### config.mk
export PLATFORM = sky130hd
export DESIGN_NAME = stopwatch_ctrl
export DESIGN_NICKNAME = d
export VERILOG_FILES = /design/src/rtl/stopwatch_pkg.sv /design/src/rtl/stopwatch_tick_gen.sv /design/src/rtl/stopwatch_ctrl.sv
export SDC_FILE = /design/constraint.sdc
export NUM_CORES = 1
export LEC_CHECK = 0
export CAP_MARGIN = 20
export CORE_MARGIN = 2
export CORE_UTILIZATION = 50
export CTS_CLUSTER_DIAMETER = 120
export CTS_CLUSTER_SIZE = 30
export DETAILED_ROUTE_END_ITERATION = 6
export PLACE_DENSITY = 0.8
export SLEW_MARGIN = 10
export SYNTH_ARGS = -nofsm -noshare
export SYNTH_HDL_FRONTEND = slang
export SYNTH_SLANG_ARGS = --single-unit
### constraint.sdc
create_clock -name clk -period 4.43 [get_ports clk]
set_input_delay 0.6645 -clock clk [delete_from_list [all_inputs] [get_ports clk]]
set_output_delay 0.6645 -clock clk [all_outputs]
set_load 0.02 [all_outputs]
### src/rtl/stopwatch_pkg.sv
// Shared types and constants for the stopwatch controller: state encoding,
// BCD digit geometry and the default centisecond prescale.
package stopwatch_pkg;

   typedef enum logic [1:0] {
      IDLE     = 2'd0,
      RUN      = 2'd1,
      LAP_HOLD = 2'd2,
      PAUSE    = 2'd3
   } state_t;

   localparam int BCD_W        = 4;
   localparam int NUM_DIGITS   = 6;
   localparam int DIGIT_MAX    = 9;
   localparam int SEC_TENS_MAX = 5;
   localparam int SEC_TENS_IDX = 3;
   localparam int TICK_DIV_DEF = 1_000_000;

   // Digit 0 is cs_ones, digit 5 is min_tens.
   typedef logic [NUM_DIGITS-1:0][BCD_W-1:0] bcd_time_t;

   function automatic logic [BCD_W-1:0] digit_limit(input int idx);
      return (idx == SEC_TENS_IDX) ? BCD_W'(SEC_TENS_MAX) : BCD_W'(DIGIT_MAX);
   endfunction

endpackage

### src/rtl/stopwatch_tick_gen.sv
// Enable-gated centisecond prescaler; holds while disabled so a resume
// finishes the partial centisecond.
module tick_gen
   import stopwatch_pkg::*;
#(
   parameter int TICK_DIV = TICK_DIV_DEF
) (
   input  logic clk,
   input  logic reset_n,
   input  logic en,
   input  logic clr,
   output logic tick
);

   localparam int            CW   = $clog2(TICK_DIV);
   localparam logic [CW-1:0] LAST = CW'(TICK_DIV - 1);

   logic [CW-1:0] cnt;

   always_ff @(posedge clk) begin
      if (!reset_n || clr)
         cnt <= '0;
      else if (en)
         cnt <= (cnt == LAST) ? '0 : cnt + 1'b1;
   end

   assign tick = en && (cnt == LAST);

endmodule

### src/rtl/stopwatch_ctrl.sv
// Run/pause/lap/clear FSM sequencing a BCD MM:SS.CC counter, with a lap
// freeze register and a registered display mux.
module stopwatch_ctrl
   import stopwatch_pkg::*;
#(
   parameter int TICK_DIV = TICK_DIV_DEF
) (
   input  logic             clk,
   input  logic             reset_n,
   input  logic             start_stop,
   input  logic             lap,
   input  logic             clear,
   output logic [BCD_W-1:0] cs_ones,
   output logic [BCD_W-1:0] cs_tens,
   output logic [BCD_W-1:0] sec_ones,
   output logic [BCD_W-1:0] sec_tens,
   output logic [BCD_W-1:0] min_ones,
   output logic [BCD_W-1:0] min_tens,
   output logic             running,
   output logic             lap_active,
   output logic             overflow
);

   state_t    state;
   bcd_time_t cnt, cnt_inc, cnt_adv, lap_reg, disp;
   logic      tick, wrap, counting, presc_clr;

   assign counting  = (state == RUN) || (state == LAP_HOLD);
   // Zero the prescaler in the same edge that a clear leaves PAUSE.
   assign presc_clr = (state == IDLE) || ((state == PAUSE) && clear);

   tick_gen #(.TICK_DIV(TICK_DIV)) u_tick_gen (
      .clk     (clk),
      .reset_n (reset_n),
      .en      (counting),
      .clr     (presc_clr),
      .tick    (tick)
   );

   // Ripple carry through the digits; a carry out of min_tens means wrap.
   always_comb begin
      cnt_inc = cnt;
      wrap    = 1'b1;
      for (int i = 0; i < NUM_DIGITS; i++) begin
         if (wrap) begin
            if (cnt[i] == digit_limit(i)) begin
               cnt_inc[i] = '0;
            end else begin
               cnt_inc[i] = cnt[i] + 1'b1;
               wrap       = 1'b0;
            end
         end
      end
   end

   assign cnt_adv = tick ? cnt_inc : cnt;

   always_ff @(posedge clk) begin
      if (!reset_n) begin
         state      <= IDLE;
         cnt        <= '0;
         lap_reg    <= '0;
         disp       <= '0;
         overflow   <= 1'b0;
         running    <= 1'b0;
         lap_active <= 1'b0;
      end else begin
         cnt  <= cnt_adv;
         disp <= cnt_adv;
         if (tick && wrap)
            overflow <= 1'b1;
         case (state)
            IDLE: begin
               if (start_stop) begin
                  state   <= RUN;
                  running <= 1'b1;
               end
            end
            RUN: begin
               if (start_stop) begin
                  state   <= PAUSE;
                  running <= 1'b0;
               end else if (lap) begin
                  state      <= LAP_HOLD;
                  lap_active <= 1'b1;
                  lap_reg    <= cnt;
                  disp       <= cnt;
               end
            end
            LAP_HOLD: begin
               if (start_stop) begin
                  state      <= PAUSE;
                  running    <= 1'b0;
                  lap_active <= 1'b0;
               end else if (lap) begin
                  state      <= RUN;
                  lap_active <= 1'b0;
               end else begin
                  disp <= lap_reg;
               end
            end
            PAUSE: begin
               if (clear) begin
                  state    <= IDLE;
                  cnt      <= '0;
                  disp     <= '0;
                  overflow <= 1'b0;
               end else if (start_stop) begin
                  state   <= RUN;
                  running <= 1'b1;
               end
            end
            default: state <= IDLE;
         endcase
      end
   end

   assign cs_ones  = disp[0];
   assign cs_tens  = disp[1];
   assign sec_ones = disp[2];
   assign sec_tens = disp[3];
   assign min_ones = disp[4];
   assign min_tens = disp[5];

endmodule

==> results of run 1 <==
area by class of cell:
cell class,instances,area share [%]
repair buffers,39,7.12
clock inverters,6,1.60
inverters,14,1.02
multi-input cells,395,47.6
well taps,111,2.69
flip-flops and latches,97,37.6
clock buffers,10,2.47
where the power goes:
group	leakage, uW	internal [uW]	switching (uW)	total (uW)
Clock	0.000106	315	306	621
Combinational	0.000874	31.9	72.0	104
Sequential	0.000782	876	5.26	882
routing by layer:
metal	share of wire [%]	track usage (%)	vias up
met5	0	0	-
li1	-	-	1951
met4	1.9	9.17	0
met1	46	30.7	1965
met2	46	35.6	161
met3	6.4	3.62	27
layout by cell type (no fill, tap or decap), types with 3 or more instances in the layout:
master,count
a211oi_1,3
ha_1,17
nor2_1,60
a21o_1,3
nand4_1,15
clkinv_2,3
and3b_1,6
o32ai_1,9
nand2_1,75
o41ai_1,3
mux2i_1,13
a21oi_1,52
nor3_1,5
xor2_1,11
nor4_1,9
clkdlybuf4s50_1,31
xnor2_1,8
o21ai_0,7
inv_1,14
nor2b_1,5
dfxtp_1,97
buf_4,7
clkbuf_8,9
nand3_1,16
o22ai_1,9
a22oi_1,21
nand3b_1,6
and2_1,3
worst max-delay path, cell delays in order (launching register included):
cell and delay, ps:
dfxtp_1 390, inv_1 80, ha_1 450, nand4_1 290
or4_2 900, o41ai_1 380, a21boi_1 270, o32ai_1 110
worst paths after layout:
| check | from | end | slack [ps] | depth (start not counted) |
|---|---|---|---|---|
| worst max-delay path | state[0] | min_ones[3] | 1420 | 7 |
| worst min register to register | lap_reg[3] | lap_reg[3] | 460 | 2 |
| worst min-delay path | lap_reg[3] | lap_reg[3] | 460 | 2 |
| worst max register to register | state[0] | min_ones[3] | 1420 | 7 |
logic make-up after synthesis:
family	Yosys count	share of synthesized area (%)
compound gates	126	18.0
xor+xnor	19	3.59
fa+ha+maj	17	4.59
buf+inv	50	5.21
flops	97	41.9
mux	13	2.81
simple gates	220	23.8
stage by stage:
step                instance area (um^2)  cells  hold WS (ps)  utilization, %
finish                              5170    672           457            56.8
global route                        5170    672           477            56.8
global placement                    4950    655           442            54.4
detailed placement                  4950    655           447            54.4
floorplan                           4630    542           436               -
CTS                                 5160    671           459            56.7
==> results.md, run 1 <==
* Clock buffer depth at 2
* Max_cap viols at 0
* Post-CTS setup buffer count at 0
* TritonCTS Sinks at 97
* # port buffers at 31
* Actual slew at the worst max-slew pin at 1080 ps
* DR WL/cell at 16.5 um
* Mapped Avg Cell Area at 8.54 um^2
* HPWL after detailed placement at 7240 um
* Leakage power at 0.00176 uW
* Post-synth top area share at 41.9%
* Final setup TNS at 0 ps
* Cell with the most instances after synthesis: dfxtp_1
* Synth unique cells at 63
* H-Tree Depth at 3
* Die ar. at 10000 um^2
* GRT Overall Usage at 22.5%
* CP arrival at 3230 ps
* Slew Limit Fails at 0
* # resized after CTS at 0
* Predominant post-synthesis flop cell: dfxtp_1
* Cells after Synth at 542
* Startpoint types: register
* Required time of the critical path at 4650 ps
* Antenna Nets Post-Route at 0
* Largest net degree at the start of global routing at 32
* Status: complete, no violations
* Crit-path max FO at 8
* Synthesis-to-layout area growth at 11.6%
* Share of cells above drive strength 1 at 7.13%
* DRT iter0 DRCs at 405
* Number of antenna diodes at 0
* Pwr dens at 311 nW/um^2
* Residual DRC at 0
* Hold Path Class: reg -> reg
* CP Capture Type: register
* DRT Pass-1 Iters at 6
* DR vias at 4104
* Filler Cell Count at 824
* Clock Latency Late Sink at 370 ps
* RSZ-0062 raised after global routing: false
* Avg Vias per Cell at 6.11
* # hold bufs at CTS at 0
* YS warnings at 0
* Overall routed net length at 11100 um
* Initial Util at 50.8%
* Post-synth top cells: 97 x dfxtp_1, 75 x nand2_1, 60 x nor2_1
* Num CTS Buffers at 9
* Final setup fails at 0
* Minimum clock period at 3010 ps
* Clock skew at 11.9 ps
* Peak VDD IR at 0.184 mV
* Clock root buffer: clkbuf_8
* Die W at 100 um
* GR Overflow Total at 0
* Mapped Area at 4630 um^2
* Tcrit/Tclk final at 67.9%
* Hold Violations, Final at 0
* Pre-CTS WS at 1410 ps
* Async S/R FF share, synth at 0%
* WS Path Type: reg -> reg
* Die Span Y at 100 um
* Largest area contributor in the netlist: dfxtp_1
* Relative slew slack at 27.5%
* GP Congestion at 0.912
* First-pass GRT wire length at 18300 um
* Final nets at 578
* Row Count at 35
* Top Ports at 32
* Overall Power at 1610 uW
* Multi-input combinational cell area at 2460 um^2
* Max Fclk at 0.333 GHz
* Number of synthesized flops with an enable pin at 0
* Register area at 1940 um^2
* Setup ws final at 1420 ps
* Synth Net Count at 564
* Seq cells post-synth at 97
* CTS tree: done
* Sequential share of the synthesized area at 41.9%
* Synth area leaders: dfxtp_1 42%, nand2_1 6.1%, a21oi_1 5.6%
* Core Area at 9110 um^2
* Vias in the first global route at 3766
* Clock-pin slew on the worst setup and hold paths at 90 ps
* Initial antenna violation count at 0
Note: power is estimated with default switching activity, not from simulation.
==> run 2: changes to the inputs <==
==> constraint.sdc (replaced) <==
create_clock -name clk -period 3 [get_ports clk]
set_input_delay 0.45 -clock clk [delete_from_list [all_inputs] [get_ports clk]]
set_output_delay 0.45 -clock clk [all_outputs]
set_load 0.02 [all_outputs]
==> results.md, run 2 (synthesis results as in run 1) <==
* Number of antenna diodes at 0
* Commonest non-fill, non-tap cells in the layout: 97 x dfxtp_1, 75 x nand2_1, 60 x nor2_1
* Overall Power at 2250 uW
* Pwr dens at 433 nW/um^2
* Required time of the critical path at 3230 ps
* Minimum clock period at 2640 ps
* TritonCTS Sinks at 97
* Placed insts at 663
* Clock-pin slew on the worst setup and hold paths at 90 ps
* Crit-path max FO at 7
* Core Area at 9110 um^2
* CP max-delay cell: or4_2
* Largest net degree at the start of global routing at 37
* Reg2Reg Depth at 7
* Crit. path cell count at 7
* Relative slew slack at 59.2%
* CTS tree: done
* Critical Path Max Stage Delay at 860 ps
* Commonest non-fill, non-tap cell in the layout: dfxtp_1
* Hold Violations, Final at 0
* Residual DRC at 0
* DR vias at 4114
* Top Ports at 32
* Worst Setup EP: sec_tens[3]
* Tcrit/Tclk final at 88.0%
* CP bufs+invs at 1
* Clock Latency Late Sink at 370 ps
* Startpoint types: register
* # port buffers at 31
* Initial antenna violation count at 0
* Reg-to-Reg End: sec_tens[3]
* DRT Pass-1 Iters at 6
* Post-CTS setup buffer count at 0
* H-Tree Depth at 3
* Final nets at 585
* Peak VDD IR at 0.227 mV
* Die Span Y at 100 um
* Overall routed net length at 10900 um
* Max_cap viols at 0
* DRT iter0 DRCs at 280
* First-pass GRT wire length at 18200 um
* Share of cells above drive strength 1 at 8.27%
* CP arrival at 2870 ps
* Row Count at 35
* Synthesis-to-layout area growth at 12.2%
* Worst Min Path Start: lap_reg[10]
* Final core occ at 57.0%
* RSZ-0062 raised after global routing: false
* Leakage power at 0.00178 uW
* Avg Vias per Cell at 6.06
* Antenna Nets Post-Route at 0
* Clock root buffer: clkbuf_8
* GP Congestion at 0.863
* Actual slew at the worst max-slew pin at 607 ps
* DR WL/cell at 16.1 um
* Die ar. at 10000 um^2
* Reg2reg start: state[0]
* HPWL after detailed placement at 7330 um
* CP Capture Type: register
* # resized after CTS at 0
* GRT Overall Usage at 22.3%
* Filler Cell Count at 800
* Largest delay share family, worst path: simple AND/OR/NAND/NOR gates
* Slew Limit Fails at 0
* Hold Path Class: reg -> reg
* Clock buffer depth at 2
* Layout Cells excl Fill at 679
* Die W at 100 um
* # hold bufs at CTS at 0
* Vias in the first global route at 3819
* Clock skew at 10.9 ps
* R2r setup slk at 360 ps
* WS Path Type: reg -> reg
* Status: complete, no violations
* Final setup fails at 0
* Num CTS Buffers at 9
* Initial Util at 50.8%
* Crit path cell chain: inv_1 > ha_1 > nand4_1 > or4_2 > nor4_4 > mux2i_1 > o22ai_2
* Critical path startpoint: state[0]
* GR Overflow Total at 0
* Max Fclk at 0.379 GHz
* Final setup TNS at 0 ps
## run 2: changes by cell type in the layout (fill, tap and decap cells not counted), sizes merged
cell / delta
clkinv: -1
buf: +8
inv: +1
clkbuf: +1
bufinv: -2
## run 2: final cells by class
cell class,count,area [um^2],area share [%]
Inverter,14,52.6,1.01
Tap cell,111,139,2.67
Timing Repair Buffer,46,423,8.14
Clock buffer,12,155,2.99
Clock inverter,4,26.3,0.506
Multi-Input combinational cell,395,2460,47.3
Sequential cell,97,1940,37.4
## run 2: per-stage QoR
step,setup slack (ps),instance area [um^2],hold slack [ps]
3_3_place_gp,486,5010,443
3_5_place_dp,387,5010,448
5_1_grt,254,5200,481
6_report,361,5200,461
4_1_cts,370,5200,461
2_1_floorplan,398,4630,436
## run 2: layer usage
metal,share of wire (%),global-route usage (%)
met1,46,30.4
met2,46,35.4
met3,6.2,3.83
met4,2.1,8.32
met5,0,0
## run 2: worst register-to-register path, cell delays in order, from the launching register on
cell and delay [ps]:
dfxtp_1 400, inv_1 90, ha_1 300, nand4_1 130, or4_2 860, nor4_4 320, mux2i_1 320, o22ai_2 110
## run 2: worst min-delay path by stage
stage	slack, ps	depth (start not counted)	endpoint
floorplan	440	2	lap_reg[0]
global placement	440	2	lap_reg[14]
detailed placement	450	2	lap_reg[3]
CTS	460	2	lap_reg[6]
global route	480	2	lap_reg[0]
finish	460	2	lap_reg[10]
## run 2: where the power goes
part	internal [uW]	total [uW]	leakage (uW)	switching, uW
Clock	348	794	0.0000928	446
Combinational	50.9	157	0.000909	106
Sequential	1290	1300	0.000782	7.30
Total	1690	2250	0.00178	559
